--- src/rtl/vga_timing_gen_if.sv ---
// Video timing bundle between the raster generator (master) and pixel renderers (slave).
// ce qualifies every clk: the raster advances one pixel on each clk where ce=1 and holds otherwise.
interface vga_timing_gen_if #(
  parameter int XW = 10,
  parameter int YW = 10
);
  logic          ce;
  logic [XW-1:0] x;
  logic [YW-1:0] y;
  logic          de;
  logic          hsync;
  logic          vsync;
  logic          line_start;
  logic          frame_start;
  logic          vblank_start;
  logic          game_tick;
  logic [7:0]    frame_count;

  modport master (
    input  ce,
    output x, y, de, hsync, vsync,
    output line_start, frame_start, vblank_start, game_tick, frame_count
  );

  modport slave (
    output ce,
    input  x, y, de, hsync, vsync,
    input  line_start, frame_start, vblank_start, game_tick, frame_count
  );
endinterface

--- src/rtl/vga_timing_gen.sv ---
// Parametrised VGA raster timing generator: coordinates, data-enable, syncs,
// line/frame/vblank strobes, frame counter and a game tick every TICK_FRAMES frames.
module vga_timing_gen #(
  parameter int H_ACTIVE    = 640,
  parameter int H_FP        = 16,
  parameter int H_SYNC      = 96,
  parameter int H_BP        = 48,
  parameter int V_ACTIVE    = 480,
  parameter int V_FP        = 10,
  parameter int V_SYNC      = 2,
  parameter int V_BP        = 33,
  parameter bit HS_POL      = 1'b0,
  parameter bit VS_POL      = 1'b0,
  parameter int TICK_FRAMES = 1,
  parameter int XW          = 10,
  parameter int YW          = 10
) (
  input  logic               clk,
  input  logic               rst,
  vga_timing_gen_if.master   vid
);

  localparam int H_TOTAL = H_ACTIVE + H_FP + H_SYNC + H_BP;
  localparam int V_TOTAL = V_ACTIVE + V_FP + V_SYNC + V_BP;
  localparam int TW      = (TICK_FRAMES > 1) ? $clog2(TICK_FRAMES) : 1;

  localparam logic [XW-1:0] H_LAST = XW'(H_TOTAL - 1);
  localparam logic [XW-1:0] H_ACT  = XW'(H_ACTIVE);
  localparam logic [XW-1:0] H_SB   = XW'(H_ACTIVE + H_FP);
  localparam logic [XW-1:0] H_SE   = XW'(H_ACTIVE + H_FP + H_SYNC);
  localparam logic [YW-1:0] V_LAST = YW'(V_TOTAL - 1);
  localparam logic [YW-1:0] V_ACT  = YW'(V_ACTIVE);
  localparam logic [YW-1:0] V_SB   = YW'(V_ACTIVE + V_FP);
  localparam logic [YW-1:0] V_SE   = YW'(V_ACTIVE + V_FP + V_SYNC);
  localparam logic [TW-1:0] T_LAST = TW'(TICK_FRAMES - 1);

  // Internal position sits on the last pixel after reset so the first ce lands on (0,0).
  logic [XW-1:0] h_pos, h_nxt;
  logic [YW-1:0] v_pos, v_nxt;
  logic          h_wrap;
  logic          nxt_line, nxt_frame, nxt_vblank;
  logic          first_frame;
  logic [TW-1:0] tick_div;

  always_comb begin
    h_wrap     = (h_pos == H_LAST);
    h_nxt      = h_wrap ? '0 : h_pos + 1'b1;
    v_nxt      = v_pos;
    if (h_wrap) v_nxt = (v_pos == V_LAST) ? '0 : v_pos + 1'b1;
    nxt_line   = (h_nxt == '0);
    nxt_frame  = nxt_line && (v_nxt == '0);
    nxt_vblank = nxt_line && (v_nxt == V_ACT);
  end

  always_ff @(posedge clk) begin
    if (rst) begin
      h_pos            <= H_LAST;
      v_pos            <= V_LAST;
      first_frame      <= 1'b1;
      tick_div         <= '0;
      vid.x            <= '0;
      vid.y            <= '0;
      vid.de           <= 1'b0;
      vid.hsync        <= ~HS_POL;
      vid.vsync        <= ~VS_POL;
      vid.line_start   <= 1'b0;
      vid.frame_start  <= 1'b0;
      vid.vblank_start <= 1'b0;
      vid.game_tick    <= 1'b0;
      vid.frame_count  <= '0;
    end else begin
      vid.line_start   <= 1'b0;
      vid.frame_start  <= 1'b0;
      vid.vblank_start <= 1'b0;
      vid.game_tick    <= 1'b0;
      if (vid.ce) begin
        h_pos            <= h_nxt;
        v_pos            <= v_nxt;
        vid.x            <= h_nxt;
        vid.y            <= v_nxt;
        vid.de           <= (h_nxt < H_ACT) && (v_nxt < V_ACT);
        vid.hsync        <= ((h_nxt >= H_SB) && (h_nxt < H_SE)) ? HS_POL : ~HS_POL;
        vid.vsync        <= ((v_nxt >= V_SB) && (v_nxt < V_SE)) ? VS_POL : ~VS_POL;
        vid.line_start   <= nxt_line;
        vid.frame_start  <= nxt_frame;
        vid.vblank_start <= nxt_vblank;
        first_frame      <= 1'b0;
        // The frame presented right after reset is frame 0, so it does not count.
        if (nxt_frame && !first_frame) vid.frame_count <= vid.frame_count + 8'd1;
        if (nxt_vblank) begin
          vid.game_tick <= (tick_div == '0);
          tick_div      <= (tick_div == T_LAST) ? '0 : tick_div + 1'b1;
        end
      end
    end
  end

endmodule

--- src/flat_wrapper.sv ---
// flat-port wrapper written by rule: the top's interface ports become plain ports
module vga_timing_gen_flat 
#(
  parameter int H_ACTIVE    = 640,
  parameter int H_FP        = 16,
  parameter int H_SYNC      = 96,
  parameter int H_BP        = 48,
  parameter int V_ACTIVE    = 480,
  parameter int V_FP        = 10,
  parameter int V_SYNC      = 2,
  parameter int V_BP        = 33,
  parameter bit HS_POL      = 1'b0,
  parameter bit VS_POL      = 1'b0,
  parameter int TICK_FRAMES = 1,
  parameter int XW          = 10,
  parameter int YW          = 10
)
  (clk, rst, vid_ce, vid_x, vid_y, vid_de, vid_hsync, vid_vsync, vid_line_start, vid_frame_start, vid_vblank_start, vid_game_tick, vid_frame_count);
  vga_timing_gen_if #(.XW(XW), .YW(YW)) vid_i ();
  input  logic clk;
  input  logic rst;
  input wire logic [$bits(vid_i.ce)-1:0] vid_ce;
  output wire logic [$bits(vid_i.x)-1:0] vid_x;
  output wire logic [$bits(vid_i.y)-1:0] vid_y;
  output wire logic [$bits(vid_i.de)-1:0] vid_de;
  output wire logic [$bits(vid_i.hsync)-1:0] vid_hsync;
  output wire logic [$bits(vid_i.vsync)-1:0] vid_vsync;
  output wire logic [$bits(vid_i.line_start)-1:0] vid_line_start;
  output wire logic [$bits(vid_i.frame_start)-1:0] vid_frame_start;
  output wire logic [$bits(vid_i.vblank_start)-1:0] vid_vblank_start;
  output wire logic [$bits(vid_i.game_tick)-1:0] vid_game_tick;
  output wire logic [$bits(vid_i.frame_count)-1:0] vid_frame_count;
  assign vid_i.ce = vid_ce;
  assign vid_x = vid_i.x;
  assign vid_y = vid_i.y;
  assign vid_de = vid_i.de;
  assign vid_hsync = vid_i.hsync;
  assign vid_vsync = vid_i.vsync;
  assign vid_line_start = vid_i.line_start;
  assign vid_frame_start = vid_i.frame_start;
  assign vid_vblank_start = vid_i.vblank_start;
  assign vid_game_tick = vid_i.game_tick;
  assign vid_frame_count = vid_i.frame_count;
  vga_timing_gen #(.H_ACTIVE(H_ACTIVE), .H_FP(H_FP), .H_SYNC(H_SYNC), .H_BP(H_BP), .V_ACTIVE(V_ACTIVE), .V_FP(V_FP), .V_SYNC(V_SYNC), .V_BP(V_BP), .HS_POL(HS_POL), .VS_POL(VS_POL), .TICK_FRAMES(TICK_FRAMES), .XW(XW), .YW(YW)) u_core (.clk(clk), .rst(rst), .vid(vid_i));
endmodule
--- config.mk ---
export PLATFORM = sky130hd
export DESIGN_NAME = vga_timing_gen_flat
export DESIGN_NICKNAME = d
export VERILOG_FILES = /design/src/rtl/vga_timing_gen_if.sv /design/src/rtl/vga_timing_gen.sv /design/src/flat_wrapper.sv
export SDC_FILE = /design/constraint.sdc
export NUM_CORES = 1
export LEC_CHECK = 0
export CAP_MARGIN = 0
export CORE_UTILIZATION = 39
export CTS_CLUSTER_SIZE = 28
export DETAILED_ROUTE_END_ITERATION = 7
export HOLD_SLACK_MARGIN = 0.1
export PLACE_DENSITY_LB_ADDON = 0.2
export SYNTH_ARGS = -nofsm -noshare
export SYNTH_HDL_FRONTEND = slang
export SYNTH_SLANG_ARGS = --single-unit
--- constraint.sdc ---
create_clock -name clk -period 4.21 [get_ports clk]
set_input_delay 0.421 -clock clk [delete_from_list [all_inputs] [get_ports clk]]
set_output_delay 0.421 -clock clk [all_outputs]
set_load 0.02 [all_outputs]
==> impl_metrics.toml <==
[yosys]
ys_ff_latch = 46
yosysTopAreaCellShare_pct = 34.8
synthArstFlopShare_pct = 0
synthesis.area_mm2 = 0.00264
postSynthCellCount = 330
synth_nets = 338
synth_edf_count = 0
synth_ff_type = "dfxtp_1"
ys_top_cells_by_area = "dfxtp_1 (35%), nand2_1 (4.7%), a21oi_1 (4.5%), nor2_1 (3.3%), buf_4 (3.1%)"
ys_types = 58
synth_top_area_cell = "dfxtp_1"
synth.avg_cell_area_um2 = 8.01
ys_warn_count = 0
ys_seq_area_share_pct = 34.8

[global_route]
grt_pass1_wl_mm = 11.1
grt.total_usage_pct = 19.4
grt-ovfl-total = 0
grt_pass1_vias = 2219
antenna_found_initial = 0
grt_max_degree = 36

[pwr]
max-vdd-ir-drop_uv = 155
p_sw_share_pct = 33.5
netSwitchingPower_uw = 341
clock_power_share_pct = 26.0
leakage_uw = 0.00105
power_density_mw_per_mm2 = 333
combPwrFrac_pct = 25.6
internal_power_uw = 676
p_seq_share_pct = 48.4

[floorplanning]
die_h_um = 84.3
boundaryPins = 38
die_area_mm2 = 0.00711
core_mm2 = 0.00646
die_w_um = 84.3
rows = 29
initial_utilization_pct = 40.9

[critical_path]
regToRegSetupSlack_ns = 0.33
worstSetupPathType = "flip-flop to flip-flop"
max_stage_delay_ns = 0.75
crit_arrival_ns = 4.12
worstPathCellList = "ha_1 > nand4_4 > or3_1 > or4_4 > mux2_4 > or4_1 > or4_1 > a21oi_1"
slowest_stage = "or4_1"
worst-path-max-fanout = 17
path_delay_family = "simple AND/OR/NAND/NOR gates"
cp.buffers_inverters = 0
cp-end-kind = "flip-flop"
cp_data_required_time_ns = 4.45
cp-start-kind = "flip-flop"
crit_top_cell = "or4_1"

[timing]
slew_headroom_pct = 48.1
clock_skew_ns = 0.00563
hold_viol_final = 0
setup_ws_ns = 0.328
period_needed_ns = 3.88
final.period_utilization_pct = 92.2
tns_ns = 0
slew_viol_final = 0
rsz0062_at_grt = "no"
fmaxAchievable_ghz = 0.258
finalSetupViolations = 0
tightest_slew_ns = 0.759

[clock_tree]
cts-root-buf = "clkbuf_8"
cts_buffer_depth = 2
cts_hold_buf = 0
cts_tree = "done"
cts_made_buffers = 5
postCtsSetupBuffers = 0
path_clk_slew_ns = 0.09
htree_num_levels = 2
cts_resized = 0
cts_sinks = 46
clkLatencyLatePin_ns = 0.30

[finish]
fillers = 644
utilization_pct = 47.3
diodes = 0
final_nets = 353
layout-drive-gt1-share_pct = 8.41
area_growth_pct = 15.5
layout.cells.non_filler = 422

[drt]
first_pass_iters = 7
drt_iter0_drc = 126
avgRoutedWirePerCell_um = 15.7
vias = 2455
ant_nets = 0
drc_errors = 13
vias_per_cell = 5.82
routed_wl_mm = 6.62

[job]
cap_violations = 0

[place]
io_buffers = 37
dp.final_hpwl_mm = 4.41
pre_cts_ws_ns = 0.353
gp_congestion = 0.934
place_inst = 415

[run_status]
violations = "DRC"
run_status = "finished with violations"

[hold_path]
hold_path_class = "flip-flop to flip-flop"
==> path summary, 6_finish.rpt <==
path	depth (start not counted)	startpoint	end
setup / recovery	8	u_core.h_pos[0]	u_core.vid.frame_count[1]
hold / removal	2	u_core.vid.x[0]	u_core.vid.x[0]
setup reg to reg	8	u_core.h_pos[0]	u_core.vid.frame_count[1]
hold reg to reg	2	u_core.vid.x[0]	u_core.vid.x[0]
==> synthesized netlist by cell type, types with 4 or more instances <==
cell	n
xor2_1	8
ha_1	5
nand3_1	14
or2_2	7
and2_1	8
or3_1	4
nand4_1	12
inv_1	6
nand2_1	33
xnor2_1	4
nor3_1	13
o41ai_1	6
and3_1	5
buf_4	11
a21oi_1	24
o311ai_0	6
o21ai_0	11
a31oi_1	5
nor2_1	23
dfxtp_1	46
clkbuf_1	19
==> cell type report <==
type                    count  area, um2  area share (%)
repair buffers             44        423            13.8
clock buffers               5       68.8            2.25
multi-input cells         241       1510            49.4
inverters                   7       26.3           0.860
well taps                  77       96.3            3.15
flip-flops and latches     46        921            30.2
clock inverters             2       10.0           0.328
==> placed cells by master (no fill, tap or decap), types with 6 or more instances in the layout <==
cell type,n
or2_2,7
o311ai_0,6
nor3_1,13
and2_1,8
dfxtp_1,46
o21ai_0,11
inv_1,6
nand3_1,14
nor2_1,23
buf_4,7
nand2_1,33
clkdlybuf4s50_1,37
a21oi_1,24
o41ai_1,6
xor2_1,8
nand4_1,12
==> power groups by stage <==
stage	clock network, uW	registers (uW)	logic, uW
after floorplan	0	499	193
after global placement	0	501	258
after detailed placement	0	501	259
after CTS	277	492	261
after global routing	294	497	289
final	264	492	260
==> sequential cells by signal, summed over array words and instances, names as in the netlist <==
signal                   flops
u_core.vid.vsync             1
u_core.vid.x                10
u_core.vid.game_tick         1
u_core.v_pos                 3
u_core.first_frame           1
u_core.vid.frame_count       8
u_core.vid.vblank_start      1
u_core.vid.hsync             1
u_core.vid.y                10
u_core.vid.line_start        1
u_core.vid.de                1
u_core.h_pos                 7
u_core.vid.frame_start       1
==> per-layer routing <==
| metal | global-route usage, % | vias to the layer above | wire length [um] |
|---|---|---|---|
| met1 | 27.4 | 1149 | 3290 |
| met3 | 4.13 | 7 | 359 |
| met4 | 6.47 | 0 | 80 |
| met2 | 29.4 | 57 | 2890 |
| met5 | 0 | - | 0 |
| li1 | - | 1242 | - |
==> worst min-delay path, delay by kind of cell, from the launching register on <==
family,cells,cell delay (ns)
flip-flops,1,0.32
AO/OA/AOI/OAI,1,0.06
AND/OR/NAND/NOR,1,0.06
==> cell families (layout without fill, tap and decap cells) <==
group                    count (synthesis)  after routing  synth area share [%]
AND/OR/NAND/NOR                        139            139                  28.1
AO/OA/AOI/OAI                           82             82                  21.3
flip-flops                              46             46                  34.8
buffers and inverters                   43             58                  8.09
XOR/XNOR                                12             12                  3.98
adder cells (fa/ha/maj)                  5              5                  2.37
multiplexers                             3              3                  1.37
==> through the flow <==
stage / hold slack, ns / cell area (um2) / power, uW
after floorplan: 0.436 / 2640 / 692
after global placement: 0.449 / 2980 / 759
after detailed placement: 0.454 / 2980 / 760
after CTS: 0.475 / 3050 / 1030
after global routing: 0.505 / 3050 / 1080
final: 0.471 / 3050 / 1020
No activity file was read; power rests on OpenSTA's default activity.
